`config.mk`:
```
export PLATFORM = sky130hd
export DESIGN_NAME = seq_det_moore_param_flat
export DESIGN_NICKNAME = d
export VERILOG_FILES = /design/src/rtl/seq_det_moore_param_if.sv /design/src/rtl/seq_det_moore_param.sv /design/src/flat_wrapper.sv
export SDC_FILE = /design/constraint.sdc
export NUM_CORES = 1
export LEC_CHECK = 0
export ABC_AREA = 1
export CORE_AREA = 2 2 39 41
export CTS_CLUSTER_SIZE = 40
export DETAILED_ROUTE_END_ITERATION = 7
export DIE_AREA = 0 0 41 43
export PLACE_DENSITY = 0.65
export SETUP_SLACK_MARGIN = 0.2
export SYNTH_ARGS = -nofsm -noshare
export SYNTH_HDL_FRONTEND = slang
export SYNTH_SLANG_ARGS = --single-unit
```
`constraint.sdc`:
```
create_clock -name clk -period 2.43 [get_ports clk]
set_input_delay 0.486 -clock clk [delete_from_list [all_inputs] [get_ports clk]]
set_output_delay 0.486 -clock clk [all_outputs]
set_load 0.01 [all_outputs]
```
`src/rtl/seq_det_moore_param_if.sv`:
```
// -----------------------------------------------------------------------------
// seq_det_moore_param_if
//   Signal bundle for the parametrised Moore serial pattern detector.
//   The block that feeds the stream uses the master modport; the detector
//   itself uses the slave modport. Clock and reset are not part of the bundle.
//
// Parameters
//   PAT_W      pattern length in bits (>= 2)
//   CNT_W      match counter width
//
// Signals (direction seen from the detector / slave side)
//   din_valid  in   1      din is sampled only when 1
//   din        in   1      serial data bit
//   overlap    in   1      1 = overlapping detection, 0 = non-overlapping
//   pat_wr     in   1      load pat_in into the pattern register
//   pat_in     in   PAT_W  new pattern, MSB = first bit received
//   cnt_clr    in   1      clear match_cnt
//   dout       out  1      match flag
//   match_cnt  out  CNT_W  saturating match count
// -----------------------------------------------------------------------------
interface seq_det_moore_param_if #(
    parameter int PAT_W = 3,
    parameter int CNT_W = 8
);
    logic             din_valid;
    logic             din;
    logic             overlap;
    logic             pat_wr;
    logic [PAT_W-1:0] pat_in;
    logic             cnt_clr;
    logic             dout;
    logic [CNT_W-1:0] match_cnt;

    modport master (
        output din_valid,
        output din,
        output overlap,
        output pat_wr,
        output pat_in,
        output cnt_clr,
        input  dout,
        input  match_cnt
    );

    modport slave (
        input  din_valid,
        input  din,
        input  overlap,
        input  pat_wr,
        input  pat_in,
        input  cnt_clr,
        output dout,
        output match_cnt
    );
endinterface

```
`src/rtl/seq_det_moore_param.sv`:
```
// -----------------------------------------------------------------------------
// seq_det_moore_param
//   Parametrised Moore serial pattern detector. Bits are accepted when
//   din_valid is high and shifted into a history register; once PAT_W bits
//   have been collected since the last restart, a history equal to the
//   pattern register moves the FSM to S_MATCH and dout goes high one clock
//   after the completing bit. The pattern can be reloaded at run time.
//   Overlapping and non-overlapping detection are selected per accepted bit.
//
// Configuration
//   DET_MATCH_CNT_EN  when defined, a saturating match counter is built;
//                     otherwise match_cnt is tied to 0 and cnt_clr is unused.
//                     Ports are identical in both builds.
//
// Parameters
//   PAT_W    pattern length in bits (>= 2)
//   PATTERN  pattern loaded at reset, MSB = first bit received
//   CNT_W    match counter width
//
// Ports
//   clk      in     rising-edge clock
//   reset    in     synchronous, active-high reset; overrides every input
//   bus      slave  seq_det_moore_param_if (stream, pattern load, outputs)
// -----------------------------------------------------------------------------
module seq_det_moore_param #(
    parameter int               PAT_W   = 3,
    parameter logic [PAT_W-1:0] PATTERN = 3'b011,
    parameter int               CNT_W   = 8
) (
    input  logic                  clk,
    input  logic                  reset,
    seq_det_moore_param_if.slave  bus
);

    // fill counts 0..PAT_W, so it needs one value more than PAT_W bits index.
    localparam int               FILL_W    = $clog2(PAT_W + 1);
    localparam logic [FILL_W-1:0] FILL_FULL = FILL_W'(PAT_W);

    typedef enum logic [1:0] {
        S_FILL  = 2'd0,   // history not yet full
        S_HUNT  = 2'd1,   // history full, no match
        S_MATCH = 2'd2    // match seen on the last accepted bit
    } state_t;

    state_t             state;
    state_t             state_n;
    logic [PAT_W-1:0]   pat_reg;
    logic [PAT_W-1:0]   hist;
    logic [PAT_W-1:0]   hist_n;
    logic [FILL_W-1:0]  fill;
    logic [FILL_W-1:0]  fill_n;
    logic [FILL_W-1:0]  fill_inc;
    logic               dout_q;

    // -------------------------------------------------------------------------
    // Next-state decode
    // -------------------------------------------------------------------------
    // NOTE: every variable gets a default at the top of the block so no path
    // leaves one unassigned; a missing default would infer a latch.
    always_comb begin
        hist_n   = hist;
        fill_n   = fill;
        state_n  = state;
        fill_inc = (fill == FILL_FULL) ? fill : fill + 1'b1;

        if (bus.pat_wr) begin
            // Pattern load restarts collection; a same-cycle din bit is dropped.
            fill_n  = '0;
            state_n = S_FILL;
        end else if (bus.din_valid) begin
            hist_n = {hist[PAT_W-2:0], bus.din};
            fill_n = fill_inc;
            if ((fill_inc == FILL_FULL) && (hist_n == pat_reg)) begin
                state_n = S_MATCH;
                // Non-overlapping: the next match must be built from PAT_W
                // fresh bits, so collection restarts from empty.
                if (!bus.overlap) begin
                    fill_n = '0;
                end
            end else if (fill_inc == FILL_FULL) begin
                state_n = S_HUNT;
            end else begin
                state_n = S_FILL;
            end
        end else begin
            // Idle cycle: history holds; a match flag lasts only one cycle.
            unique case (state)
                S_MATCH: state_n = (fill == '0) ? S_FILL : S_HUNT;
                S_FILL:  state_n = S_FILL;
                S_HUNT:  state_n = S_HUNT;
                default: state_n = S_FILL;
            endcase
        end
    end

    // -------------------------------------------------------------------------
    // FSM and datapath registers; dout is registered from the next state so
    // it reflects exactly state == S_MATCH without a decode after the flop.
    // -------------------------------------------------------------------------
    // NOTE: state is written with non-blocking assignments so every register
    // samples the values from before this edge, independent of statement order.
    always_ff @(posedge clk) begin
        if (reset) begin
            pat_reg <= PATTERN;
            hist    <= '0;
            fill    <= '0;
            state   <= S_FILL;
            dout_q  <= 1'b0;
        end else begin
            if (bus.pat_wr) begin
                pat_reg <= bus.pat_in;
            end
            hist   <= hist_n;
            fill   <= fill_n;
            state  <= state_n;
            dout_q <= (state_n == S_MATCH);
        end
    end

    assign bus.dout = dout_q;

    // -------------------------------------------------------------------------
    // Optional saturating match counter
    // -------------------------------------------------------------------------
`ifdef DET_MATCH_CNT_EN
    localparam logic [CNT_W-1:0] CNT_MAX = '1;

    logic [CNT_W-1:0] cnt_q;

    // Counts every edge that loads S_MATCH; clear wins over a same-cycle hit.
    always_ff @(posedge clk) begin
        if (reset) begin
            cnt_q <= '0;
        end else if (bus.cnt_clr) begin
            cnt_q <= '0;
        end else if ((state_n == S_MATCH) && (cnt_q != CNT_MAX)) begin
            cnt_q <= cnt_q + 1'b1;
        end
    end

    assign bus.match_cnt = cnt_q;
`else
    // No counter in this build: output tied low, clear input deliberately unused.
    logic unused_cnt_clr;
    assign unused_cnt_clr = bus.cnt_clr;
    assign bus.match_cnt  = '0;
`endif

endmodule
```
`src/flat_wrapper.sv`:
```
// flat-port wrapper written by rule: the top's interface ports become plain ports
module seq_det_moore_param_flat 
#(
    parameter int               PAT_W   = 3,
    parameter logic [PAT_W-1:0] PATTERN = 3'b011,
    parameter int               CNT_W   = 8
)
  (clk, reset, bus_din_valid, bus_din, bus_overlap, bus_pat_wr, bus_pat_in, bus_cnt_clr, bus_dout, bus_match_cnt);
  seq_det_moore_param_if #(.PAT_W(PAT_W), .CNT_W(CNT_W)) bus_i ();
  input  logic clk;
  input  logic reset;
  input wire logic [$bits(bus_i.din_valid)-1:0] bus_din_valid;
  input wire logic [$bits(bus_i.din)-1:0] bus_din;
  input wire logic [$bits(bus_i.overlap)-1:0] bus_overlap;
  input wire logic [$bits(bus_i.pat_wr)-1:0] bus_pat_wr;
  input wire logic [$bits(bus_i.pat_in)-1:0] bus_pat_in;
  input wire logic [$bits(bus_i.cnt_clr)-1:0] bus_cnt_clr;
  output wire logic [$bits(bus_i.dout)-1:0] bus_dout;
  output wire logic [$bits(bus_i.match_cnt)-1:0] bus_match_cnt;
  assign bus_i.din_valid = bus_din_valid;
  assign bus_i.din = bus_din;
  assign bus_i.overlap = bus_overlap;
  assign bus_i.pat_wr = bus_pat_wr;
  assign bus_i.pat_in = bus_pat_in;
  assign bus_i.cnt_clr = bus_cnt_clr;
  assign bus_dout = bus_i.dout;
  assign bus_match_cnt = bus_i.match_cnt;
  seq_det_moore_param #(.PAT_W(PAT_W), .PATTERN(PATTERN), .CNT_W(CNT_W)) u_core (.clk(clk), .reset(reset), .bus(bus_i));
endmodule
```
==> results.md, run 1 <==
CTS:
- The sink count of the clock tree is 8.
- TritonCTS created 3 clock buffers.
- The quantity of hold-fixing buffers added after cts is 0.
- The buffer levels on the longest clock path is 2.
- Post-CTS timing repair inserted 0 buffers for setup.
- After clock tree synthesis, the clock-pin slew on the worst setup and hold paths is 0.05 ns.
- The depth of the CTS H-tree is 1.
- The clock latency reported for the late side of the worst-skew pair is 0.25 ns.
- CTS placed an instance of sky130_fd_sc_hd__clkbuf_4 at the clock tree root.
- In this run, post-CTS repair resized a total of 0 instances.
- TritonCTS built the clock tree.

Yosys:
- Yosys mapped a number of flops with a built-in enable equal to 0.
- Sorting the synthesized cells by area gives the leading types as sky130_fd_sc_hd__dfxtp_1 37%, sky130_fd_sc_hd__buf_4 16%, sky130_fd_sc_hd__nand2_1 10%, sky130_fd_sc_hd__inv_1 8.6%, sky130_fd_sc_hd__o21ai_0 6.9%.
- Counting every instance in the synthesized netlist gives 63.
- The number of register bits inferred by synthesis is 8.
- In the synthesized netlist the async set-or-reset flop fraction comes to 0%.
- The synthesized design devotes to its leading area cell type 36.89% of total area.
- Dividing the synthesized area by the synthesized cell count gives 6.892 sq um.
- After synthesis the cells add up to 434.2 sq um.
- After synthesis, the netlist uses 16 different library cells.
- For this run, the leading register cell type out of synthesis is sky130_fd_sc_hd__dfxtp_1.
- After synthesis, flip-flops and latches occupy 36.89% of the total area.
- The yosys synthesis warning count is 0.
- The biggest area contributor in the post-synthesis netlist is sky130_fd_sc_hd__dfxtp_1.

Floorplan:
- The vertical die dimension is 43 um.
- The top-level I/O count is 19.
- The region available for standard cell placement spans 0.001384 sq mm.
- The initial utilization of the core area, before any placement, comes to 31.37%.
- The number of rows in the core area is 14.
- The horizontal die dimension is 41 um.
- The floorplan step defined a die boundary enclosing 0.001763 sq mm.

Power and ir drop:
- Dividing total power by cell area gives a power density of 542.7 mW/mm^2.
- The combinational cell fraction of total power is 15.1%.
- VDD sags by at most 310.3 uV.
- Of the total power, the share spent switching nets is 24.43%.
- Cell internal power was estimated by the tool at 0.2135 mW.
- The part of the power in registers is 50.0%.
- The standby leakage power is 0.2698 nW.
- Of the total power, the clock network draws 34.9%.
- The net switching power of the design is 0.06900 mW.

Timing:
- The smallest clock period supported by the final layout is computed as 1.559 ns.
- Summed over all failing endpoints, the final setup total negative slack is 0 ns.
- In the post-route analysis, the smallest setup slack over all paths is 0.8709 ns.
- Setup violations remaining at the end of the flow were counted as 0.
- Setup repair after global routing left no endpoint under its margin.
- The total count of max-transition violations in the final report is 0.
- The worst-case hold slack is 0.4846 ns.
- Of the available clock period, the critical path in the final layout requires 64.16%.
- The total count of hold-check failures in the final report was 0.
- The fmax is 641.4 MHz.
- The worst clock skew is 0.003209 ns.

Drt:
- The post-route antenna net violation count is 0.
- After detailed routing, the average wire length per cell comes to 8.023 um.
- In the routed layout, each cell is associated on average with a via count of 4.193.
- In the routed design, unresolved DRC markers number 0.
- Across all layers, the routed design uses 369 vias.
- The total iterations of the first detailed-routing run is 4.
- For this block, the routed nets add up to 706 um of wire.
- In this run, the number of DRC markers left after iteration 0 of detailed routing was 7.

Setup path:
- At the worst endpoint, the arrival time is 1.07 ns.
- The type of the worst setup path is reg -> out.
- The beginning of the worst register-to-register path is u_core.pat_reg[2].
- The endpoint type of the worst setup path is an output pin.
- The capturing point of the worst reg2reg path is u_core.fill[1].
- Together, buffers and inverters on the worst path number 1.
- The slowest cell on the critical path is sky130_fd_sc_hd__clkdlybuf4s50_1.
- The worst register-to-register path has a depth of 6.
- STA puts the critical path data required time at 1.94 ns.
- The maximum fanout along the worst path is 1.
- In this design, the stage delay of the slowest critical-path cell is 0.52 ns.
- The launching element type of the critical path is a flop.
- The worst reg-to-reg setup slack is 1.48 ns.
- Traced cell by cell, the critical path runs through clkdlybuf4s50_1.
- The kind of cell adding the most delay to the critical path is buffers and inverters.

Cells and area:
- Of the cells placed in the final design, the portion with a size suffix greater than 1 is 9.722%.
- Leaving out fill and tap cells, the most frequent cells in the layout are 12 x sky130_fd_sc_hd__nand2_1, 10 x sky130_fd_sc_hd__inv_1, 9 x sky130_fd_sc_hd__clkdlybuf4s50_1.
- The library cell used most frequently in the layout, excluding fill and tap cells, is sky130_fd_sc_hd__nand2_1.
- Once layout is complete, the utilization of the core stands at 37.61%.
- The flip-flop count of the largest register, all copies and words added is 3.
- From synthesis to final layout, the design area changed by 19.88%.
- 0 antenna diodes ended up in the layout.
- The final-stage net count is 84.

Global route:
- The number of global-route vias before repair is 257.
- The first global-routing pass estimated 1104 um of wire.
- The initial antenna violation count was 0.
- Entering global routing, the biggest net connects 9 pins.
- After global routing the overflow that remains totals 0.
- Global routing used 9.495% of the available tracks across all layers.

Worst hold path:
- The path with the worst hold slack has its endpoint at u_core.pat_reg[0].
- The depth of the worst hold-timing path is 2.
- The path type of the worst min-delay path is reg -> reg.
- The startpoint of the lowest-slack hold path is u_core.pat_reg[0].

Placement:
- The final weighted congestion of routability-driven global placement is 0.6825.
- The setup slack after placement is 0.8188 ns.
- The quantity of I/O buffers inserted on ports is 9.
- The half-perimeter wire length after detailed placement is 548.8 um.

Flow run:
- The count of max-cap constraint violations is 0.

Run status:
- The flow ran to the end, and the final reports show no timing, DRC or antenna violations.
final cells by class:
type	instances	area, sq um
Fill cell	141	863.3
Multi-Input combinational cell	41	186.4
Sequential cell	8	160.2
Timing Repair Buffer	9	90.09
Inverter	11	41.29
Clock buffer	3	22.52
Tap cell	16	20.02
synthesized netlist by cell type, types with 4 or more instances:
| master | n |
|---|---|
| sky130_fd_sc_hd__o21ai_0 | 6 |
| sky130_fd_sc_hd__inv_1 | 10 |
| sky130_fd_sc_hd__buf_4 | 9 |
| sky130_fd_sc_hd__nand2_1 | 12 |
| sky130_fd_sc_hd__a21oi_1 | 4 |
| sky130_fd_sc_hd__dfxtp_1 | 8 |
| sky130_fd_sc_hd__nor2_1 | 5 |
how the worst max path moves through the flow:
stage	cells past startpoint	slack [ns]	end	start
after detailed placement	5	0.82	u_core.hist[0]	bus_pat_wr
final	1	0.87	bus_dout	u_core.bus.dout
after global routing	1	0.84	bus_dout	u_core.bus.dout
after floorplan	5	1.37	u_core.hist[0]	bus_pat_wr
after CTS	1	0.86	bus_dout	u_core.bus.dout
after global placement	5	0.85	u_core.hist[0]	bus_pat_wr
per-layer routing:
layer | track usage, % | wire length [um] | share of wire, %
met1 | 12.79 | 317 | 45
met2 | 11.25 | 309 | 44
met3 | 6.806 | 75 | 11
met4 | 4.000 | 4 | 0.57
met5 | 0 | 0 | 0
kinds of logic after synthesis:
family          after synthesis  synth area share (%)
compound gates               10                 11.53
xor+xnor                      1                 2.018
buf+inv                      21                 26.22
flops                         8                 36.89
other cells                   1                0.8637
simple gates                 22                 22.48
through the flow:
stage	instance area [sq um]	total power, mW	instances
final	520.5	0.2825	88
after global routing	520.5	0.3015	88
after CTS	520.5	0.2867	88
after detailed placement	498.0	0.1863	85
after global placement	498.0	0.1855	85
after floorplan	460.4	0.1795	70
power by group through the flow:
| stage | registers (mW) | clock network (mW) | logic, mW |
|---|---|---|---|
| 2_1_floorplan | 0.143 | 0 | 0.0365 |
| 3_3_place_gp | 0.144 | 0 | 0.0419 |
| 3_5_place_dp | 0.144 | 0 | 0.0425 |
| 4_1_cts | 0.141 | 0.103 | 0.0426 |
| 5_1_grt | 0.142 | 0.111 | 0.0489 |
| 6_report | 0.141 | 0.0985 | 0.0427 |
Note: power is estimated with default switching activity, not from simulation.
==> inputs of run 2 (changes only) <==
--- a/config.mk
+++ b/config.mk
@@ -10,7 +10,7 @@
 export CTS_CLUSTER_SIZE = 40
 export DETAILED_ROUTE_END_ITERATION = 7
 export DIE_AREA = 0 0 41 43
-export PLACE_DENSITY = 0.65
+export PLACE_DENSITY = 0.67
 export SETUP_SLACK_MARGIN = 0.2
 export SYNTH_ARGS = -nofsm -noshare
 export SYNTH_HDL_FRONTEND = slang
==> constraint.sdc (replaced) <==
create_clock -name clk -period 1.3 [get_ports clk]
set_input_delay 0.26 -clock clk [delete_from_list [all_inputs] [get_ports clk]]
set_output_delay 0.26 -clock clk [all_outputs]
set_load 0.01 [all_outputs]
==> run 2 against run 1 <==
  * Final area rose by 0.48%
  * Routed wire length down 2.5%
  * Utilization grew 0.18 points
  * First-iteration DRC count fell by 14%
  * Largest cell class unchanged
  * Critical endpoint unchanged
  * Register-to-register slack worse by 1.1 ns
  * Worst hold slack got worse by 0.10 ns
  * Sequential power grew 87%
==> results.md, run 2 (same netlist as run 1, synthesis figures left out) <==
Run status:
- The flow ran to the end, and the final reports show no timing, DRC or antenna violations.

Setup path:
- On the critical path the largest part of the delay comes from flip-flops.
- The endpoint identified for the worst register-to-register timing path is u_core.fill[1].
- The endpoint type of the worst setup path is an output pin.
- Of all nets on the critical path, the largest fanout is 1.
- The worst setup path endpoint is bus_dout.
- The timing startpoint of the critical path is u_core.bus.dout.
- By startpoint and endpoint, the worst setup path is classified as reg -> out.
- The number of cells on the worst reg-to-reg path is 6.
- Together, buffers and inverters on the worst path number 1.
- For the worst setup path, the data arrival time is 0.77 ns.
- The worst reg-to-reg setup slack is 0.37 ns.
- STA classifies the critical path startpoint as a flop.
- Walking the worst path, the cells encountered are clkdlybuf4s15_1.
- On the worst path, the slowest cell contributes a delay of 0.30 ns.
- For the worst setup path, the data required time is 1.04 ns.
- The slowest stage of the critical path belongs to the cell sky130_fd_sc_hd__dfxtp_1.
- The startpoint identified for the worst register-to-register timing path is u_core.pat_reg[2].
- In this run the number of cells on the critical path is 1.

Drt:
- The number of vias per cell is 4.091.
- The routed via count is 360.
- After detailed routing, the number of remaining DRC violations is 0.
- Once detail routing completed, the nets flagged for antenna violations numbered 0.
- In the final routed layout, each cell accounts on average for 7.818 um.
- The total iterations of the first detailed-routing run is 3.
- Summed over all layers, the routed wires come to 688 um.
- The violation count after the first detailed-routing iteration is 6.

CTS:
- For the worst-skew pair, the clock arrives at the later sink with an insertion delay of 0.25 ns.
- The depth of the CTS H-tree is 1.
- The CTS tree is built.
- The clock-pin transition on the worst setup and hold timing paths is 0.05 ns.
- The buffer levels on the longest clock path is 2.
- The clock tree root buffer cell is sky130_fd_sc_hd__clkbuf_4.
- The sink count of the clock tree is 8.
- The number of setup buffers added after CTS is 0.
- The number of buffers created by CTS is 3.

Placement:
- The quantity of I/O buffers inserted on ports is 9.
- Routability-driven placement finished with a final weighted congestion of 0.6937.
- The HPWL after detailed placement is 569.5 um.
- The setup slack after placement is -0.07026 ns.

Global route:
- The total routing usage reported by global routing is 10.78%.
- For this run the aggregate overflow at the end of global routing stands at 0.
- The largest net degree at the start of global routing is 9.
- The first global-routing pass estimated 1193 um of wire.
- The initial antenna violation count is 0.
- The number of global-route vias before repair came to 326.

Power and ir drop:
- After layout, the design draws a total of 0.5250 mW.
- The standby leakage power is 0.2828 nW.
- VDD sags by at most 419.0 uV.
- The power density over the cells is 1004 mW/mm^2.

Cells and area:
- In the layout the commonest cells are 12 x sky130_fd_sc_hd__nand2_1, 10 x sky130_fd_sc_hd__inv_1, 8 x sky130_fd_sc_hd__conb_1, 8 x sky130_fd_sc_hd__dfxtp_1, 6 x sky130_fd_sc_hd__o21ai_0.
- The most common library cell in the layout ignoring fill and taps is sky130_fd_sc_hd__nand2_1.
- The number of antenna diodes in the final layout is 0.
- The fraction of layout instances using a drive strength above 1 is 11.11%.
- From synthesis to final layout, the design area changed by 20.46%.
- The flip-flop count of the largest register, all copies and words added is 3.
- The final-stage net count is 84.

Floorplan:
- Measured along the x axis, the die boundary spans 41 um.
- The die is 43 um tall.
- The die footprint is 0.001763 sq mm.
- The placeable core area is 0.001384 sq mm.
- The initial core utilization is 31.37%.
- The number of rows in the core area is 14.
- The top-level I/O count is 19.

Flow run:
- The count of max-cap constraint violations is 0.

Timing:
- The total of endpoints with negative setup slack in the final report is 0.
- The fmax is 970.0 MHz.
- Once routing completed, OpenROAD measured the worst setup slack at 0.2691 ns.
- The total count of max-transition violations in the final report is 0.
- The worst clock skew is 0.0005603 ns.
- Setup repair after global routing could not meet its margin everywhere.
- The final critical path takes up 79.30% of the cycle.
- The total count of hold-check failures in the final report is 0.
- In the final timing run, aggregate negative setup slack is 0 ns.
- The final critical delay including setup and external delays is 1.031 ns.

Worst hold path:
- The tightest min-delay check is of the in -> reg type.
[run 2: cell types whose count changed in the layout (fill, tap and decap cells not counted), sizes merged]
cell / change
dlygate4sd2: +2
clkdlybuf4s50: -4
dlymetal6s2s: +1
clkdlybuf4s15: +1
[run 2: metal layers]
metal	GRT usage, %	part of all wire, %
met5	0	0
met1	10.39	40
met4	10.00	1.3
met3	4.712	4.4
met2	15.94	54
[run 2: how the worst min path moves through the flow]
stage / start / end / slack [ns] / cells after the start
2_1_floorplan: bus_pat_in[0] / u_core.pat_reg[0] / 0.39 / 2
3_3_place_gp: u_core.pat_reg[0] / u_core.pat_reg[0] / 0.46 / 2
3_5_place_dp: u_core.pat_reg[0] / u_core.pat_reg[0] / 0.47 / 2
4_1_cts: bus_pat_wr / u_core.bus.dout / 0.48 / 2
5_1_grt: bus_din_valid / u_core.hist[1] / 0.39 / 3
6_report: bus_din_valid / u_core.hist[1] / 0.38 / 3
[run 2: power by group]
part / switching, mW / internal [mW] / total (mW)
clock: 0.0780 / 0.105 / 0.183
combinational: 0.0435 / 0.0344 / 0.0779
sequential: 0.00675 / 0.257 / 0.264
total: 0.128 / 0.397 / 0.525
[run 2: timing repair]
item                                    in CTS  in global routing
hold buffers                                 0                  0
resized for setup                            3                  3
endpoints found under the setup margin       4                  3
[run 2: cell type report]
| cell class | count | area (sq um) |
|---|---|---|
| clock buffer | 3 | 22.52 |
| timing repair buffer | 9 | 90.09 |
| inverter | 11 | 41.29 |
| sequential | 8 | 160.2 |
| tap | 16 | 20.02 |
| fill | 163 | 860.8 |
| multi-input combinational | 41 | 188.9 |
[run 2: per-stage QoR]
step	instances	instance area, sq um	hold slack (ns)	utilization [%]
final	88	523.0	0.3823	37.79
after floorplan	70	460.4	0.3859	-
after CTS	88	516.7	0.4766	37.34
after global placement	85	498.0	0.4612	35.99
after detailed placement	85	498.0	0.4733	35.99
after global routing	88	523.0	0.3925	37.79
[run 2: worst min-delay path, delay by kind of cell]
| family | cells | cell delay, ns |
|---|---|---|
| and+or+nand+nor | 1 | 0.10 |
| AOI/OAI and AO/OA | 1 | 0.06 |
| buffers and inverters | 1 | 0.16 |
==> inputs of run 3 (changes only) <==
==> constraint.sdc (replaced) <==
create_clock -name clk -period 0.9 [get_ports clk]
set_input_delay 0.18 -clock clk [delete_from_list [all_inputs] [get_ports clk]]
set_output_delay 0.18 -clock clk [all_outputs]
set_load 0.01 [all_outputs]
==> run 3 against run 2 <==
  * Largest power group unchanged
  * Routed wire length is 11% higher
  * Combinational power grew 78%
  * Critical path type is now reg -> reg
  * Non-clock buffer count rose by 4
  * The flow now finishes with violations (negative setup slack)
==> results.md, run 3 (same netlist as run 1, synthesis figures left out) <==
Run status:
- The run finished, with violations left.
- The final reports fail on negative setup slack.

Global route:
- The global-route congestion overflow total is 0.
- The first-pass GRT wire length is 1255 um.
- The number of global-route vias before repair is 352.
- The initial antenna violation count is 0.
- The total routing usage reported by global routing is 10.71%.
- The largest net degree at the start of global routing is 9.

Cells and area:
- The most common library cell in the layout ignoring fill and taps is sky130_fd_sc_hd__nand2_1.
- The final-stage net count is 88.
- The number of antenna diodes in the final layout is 0.
- In the final layout, the share of cells above drive strength 1 is 32.89%.
- In the layout the commonest cells are 11 x sky130_fd_sc_hd__nand2_1, 8 x sky130_fd_sc_hd__conb_1, 7 x sky130_fd_sc_hd__inv_1.
- The register with the most flip-flops in the layout has 3 of them.
- Once layout is complete, the cells apart from fillers number 92.
- The final cell area excluding filler cells is 566.8 sq um.
- Fill cells in the final layout number 153.
- The relative area change from synthesis to final layout is 30.55%.
- Summing all multi-input logic gate instances after layout gives 209.0 sq um.
- Across the whole layout, storage elements account for 163.9 sq um.

Floorplan:
- The core region is 0.001384 sq mm.
- Measured along the x axis, the die boundary spans 41 um.
- The vertical die dimension is 43 um.
- The floorplan step defined a die boundary enclosing 0.001763 sq mm.
- For this configuration, the core starts out at a cell density of 31.37%.
- Row generation in the floorplan step produced 14 rows.
- 19 I/O pins were placed.

Drt:
- The routed via count is 379.
- The routed wirelength normalized by instance count is 8.304 um.
- After the first detailed-routing iteration, the DRC count stood at 4.
- For this block, the routed nets add up to 764 um of wire.
- The total iterations of the first detailed-routing run is 2.
- The post-route antenna net violation count is 0.
- The number of vias per cell is 4.120.
- After detailed routing, the number of remaining DRC violations is 0.

CTS:
- The tree built by TritonCTS fans out to 8 sinks.
- For this design, the CTS-stage hold fixing added 0 buffers.
- The clock tree root buffer cell is sky130_fd_sc_hd__clkbuf_4.
- For the worst-skew pair, the clock arrives at the later sink with an insertion delay of 0.25 ns.
- Clock-pin slew was measured on the worst setup and hold paths at 0.05 ns.
- The CTS tree is built.
- The depth of the CTS H-tree is 1.
- The clock passes through at most 2 buffers.
- Buffers inserted during clock tree synthesis total 3.

Setup path:
- The worst path arrival time is 1.08 ns.
- The type of the worst setup path is reg -> reg.
- The maximum fanout along the worst path is 3.
- The launching element type of the critical path is a flop.
- The required time of the critical path is 1.05 ns.
- The endpoint type of the worst setup path is a flop.

Flow run:
- Max-cap violations in this run came to 0.

Timing:
- The tightest hold path in the finished design has a slack of 0.2221 ns.
- The final critical delay including setup and external delays is 0.9297 ns.
- Of the available clock period, the critical path in the final layout requires 103.3%.
- The worst-case setup margin in the final layout is -0.02970 ns.
- The total count of hold-check failures in the final report came to 0.
- The total count of max-transition violations in the final report is 0.
- Across the routed clock network, the largest skew measured is 0.0009119 ns.
- Derived from the worst setup path, the maximum achievable clock frequency is 1076 MHz.
- Setup repair after global routing could not meet its margin everywhere.
- Setup violations remaining at the end of the flow were counted as 2.

Placement:
- The final weighted congestion of routability-driven global placement is 0.8020.
- In this run, placement finished with an instance count of 88.
- The area of placed instances is 530.5 sq um.
- The count of buffers added on input and output ports is 9.
- The HPWL after detailed placement is 612 um.

Power and ir drop:
- Summed over all cells, the static leakage comes to 0.2956 nW.
- The maximum VDD drop is 779.4 uV.
- Dividing total power by cell area gives a power density of 1401 mW/mm^2.

Worst hold path:
- The path type of the worst min-delay path is in -> reg.
## run 3: cell types whose count changed in the layout (fill, tap and decap cells not counted), moves of 2 or more
| cell | change |
|---|---|
| sky130_fd_sc_hd__dfxtp_1 | -3 |
| sky130_fd_sc_hd__inv_2 | +3 |
| sky130_fd_sc_hd__dfxtp_2 | +3 |
| sky130_fd_sc_hd__buf_4 | +2 |
| sky130_fd_sc_hd__buf_2 | +2 |
| sky130_fd_sc_hd__buf_6 | +2 |
| sky130_fd_sc_hd__inv_1 | -3 |
| sky130_fd_sc_hd__a21oi_2 | +2 |
| sky130_fd_sc_hd__a21oi_1 | -2 |
## run 3: area by class of cell
| cell class | count | area share [%] |
|---|---|---|
| multi-input cells | 41 | 36.87 |
| flip-flops and latches | 8 | 28.92 |
| repair buffers | 13 | 19.43 |
| inverters | 11 | 7.285 |
| clock buffers | 3 | 3.974 |
| well taps | 16 | 3.532 |
## run 3: critical path, cell delays in order (launching register included)
cell and delay (ns):
sky130_fd_sc_hd__dfxtp_2 0.33, sky130_fd_sc_hd__inv_2 0.06, sky130_fd_sc_hd__nand2_2 0.05, sky130_fd_sc_hd__nand2_2 0.05, sky130_fd_sc_hd__nand3_2 0.09, sky130_fd_sc_hd__nor2_2 0.10, sky130_fd_sc_hd__nand2_1 0.07, sky130_fd_sc_hd__nand2_1 0.05
sky130_fd_sc_hd__inv_1 0.03
## run 3: repair_timing
item	in CTS	in global routing
gates resized for setup	13	10
endpoints found under the setup margin	9	6
pin swaps	1	1
buffers inserted	0	1
## run 3: worst paths after layout
check	startpoint	end	slack, ns	cells past startpoint
min reg2reg	u_core.pat_reg[0]	u_core.pat_reg[0]	0.47	2
max reg2reg	u_core.hist[0]	u_core.fill[0]	-0.03	8
max	u_core.hist[0]	u_core.fill[0]	-0.03	8
min	bus_pat_wr	u_core.bus.dout	0.22	2
## run 3: layer usage
layer  vias to the layer above  share of wire, %  track usage [%]
met2                         8                54            17.50
li1                        201                 -                -
met1                       170                43            10.49
met4                         0                 0            8.000
met3                         0               3.5            3.141
met5                         -                 0                0
## run 3: power by group
part	internal [mW]	switching (mW)
registers	0.373	0.0118
logic	0.0669	0.0725
clock network	0.152	0.118
total	0.592	0.202
## run 3: through the flow
step                utilization [%]  total power [mW]  TNS (ns)  setup slack (ns)
detailed placement            38.34            0.5210    -2.578           -0.3769
CTS                           39.69            0.7977  -0.07739          -0.03955
global route                  40.96            0.8453   -0.1808          -0.09303
global placement              38.34            0.5182    -2.389           -0.3605
finish                        40.96            0.7941  -0.05921          -0.02970
floorplan                         -            0.4903         0           0.03812
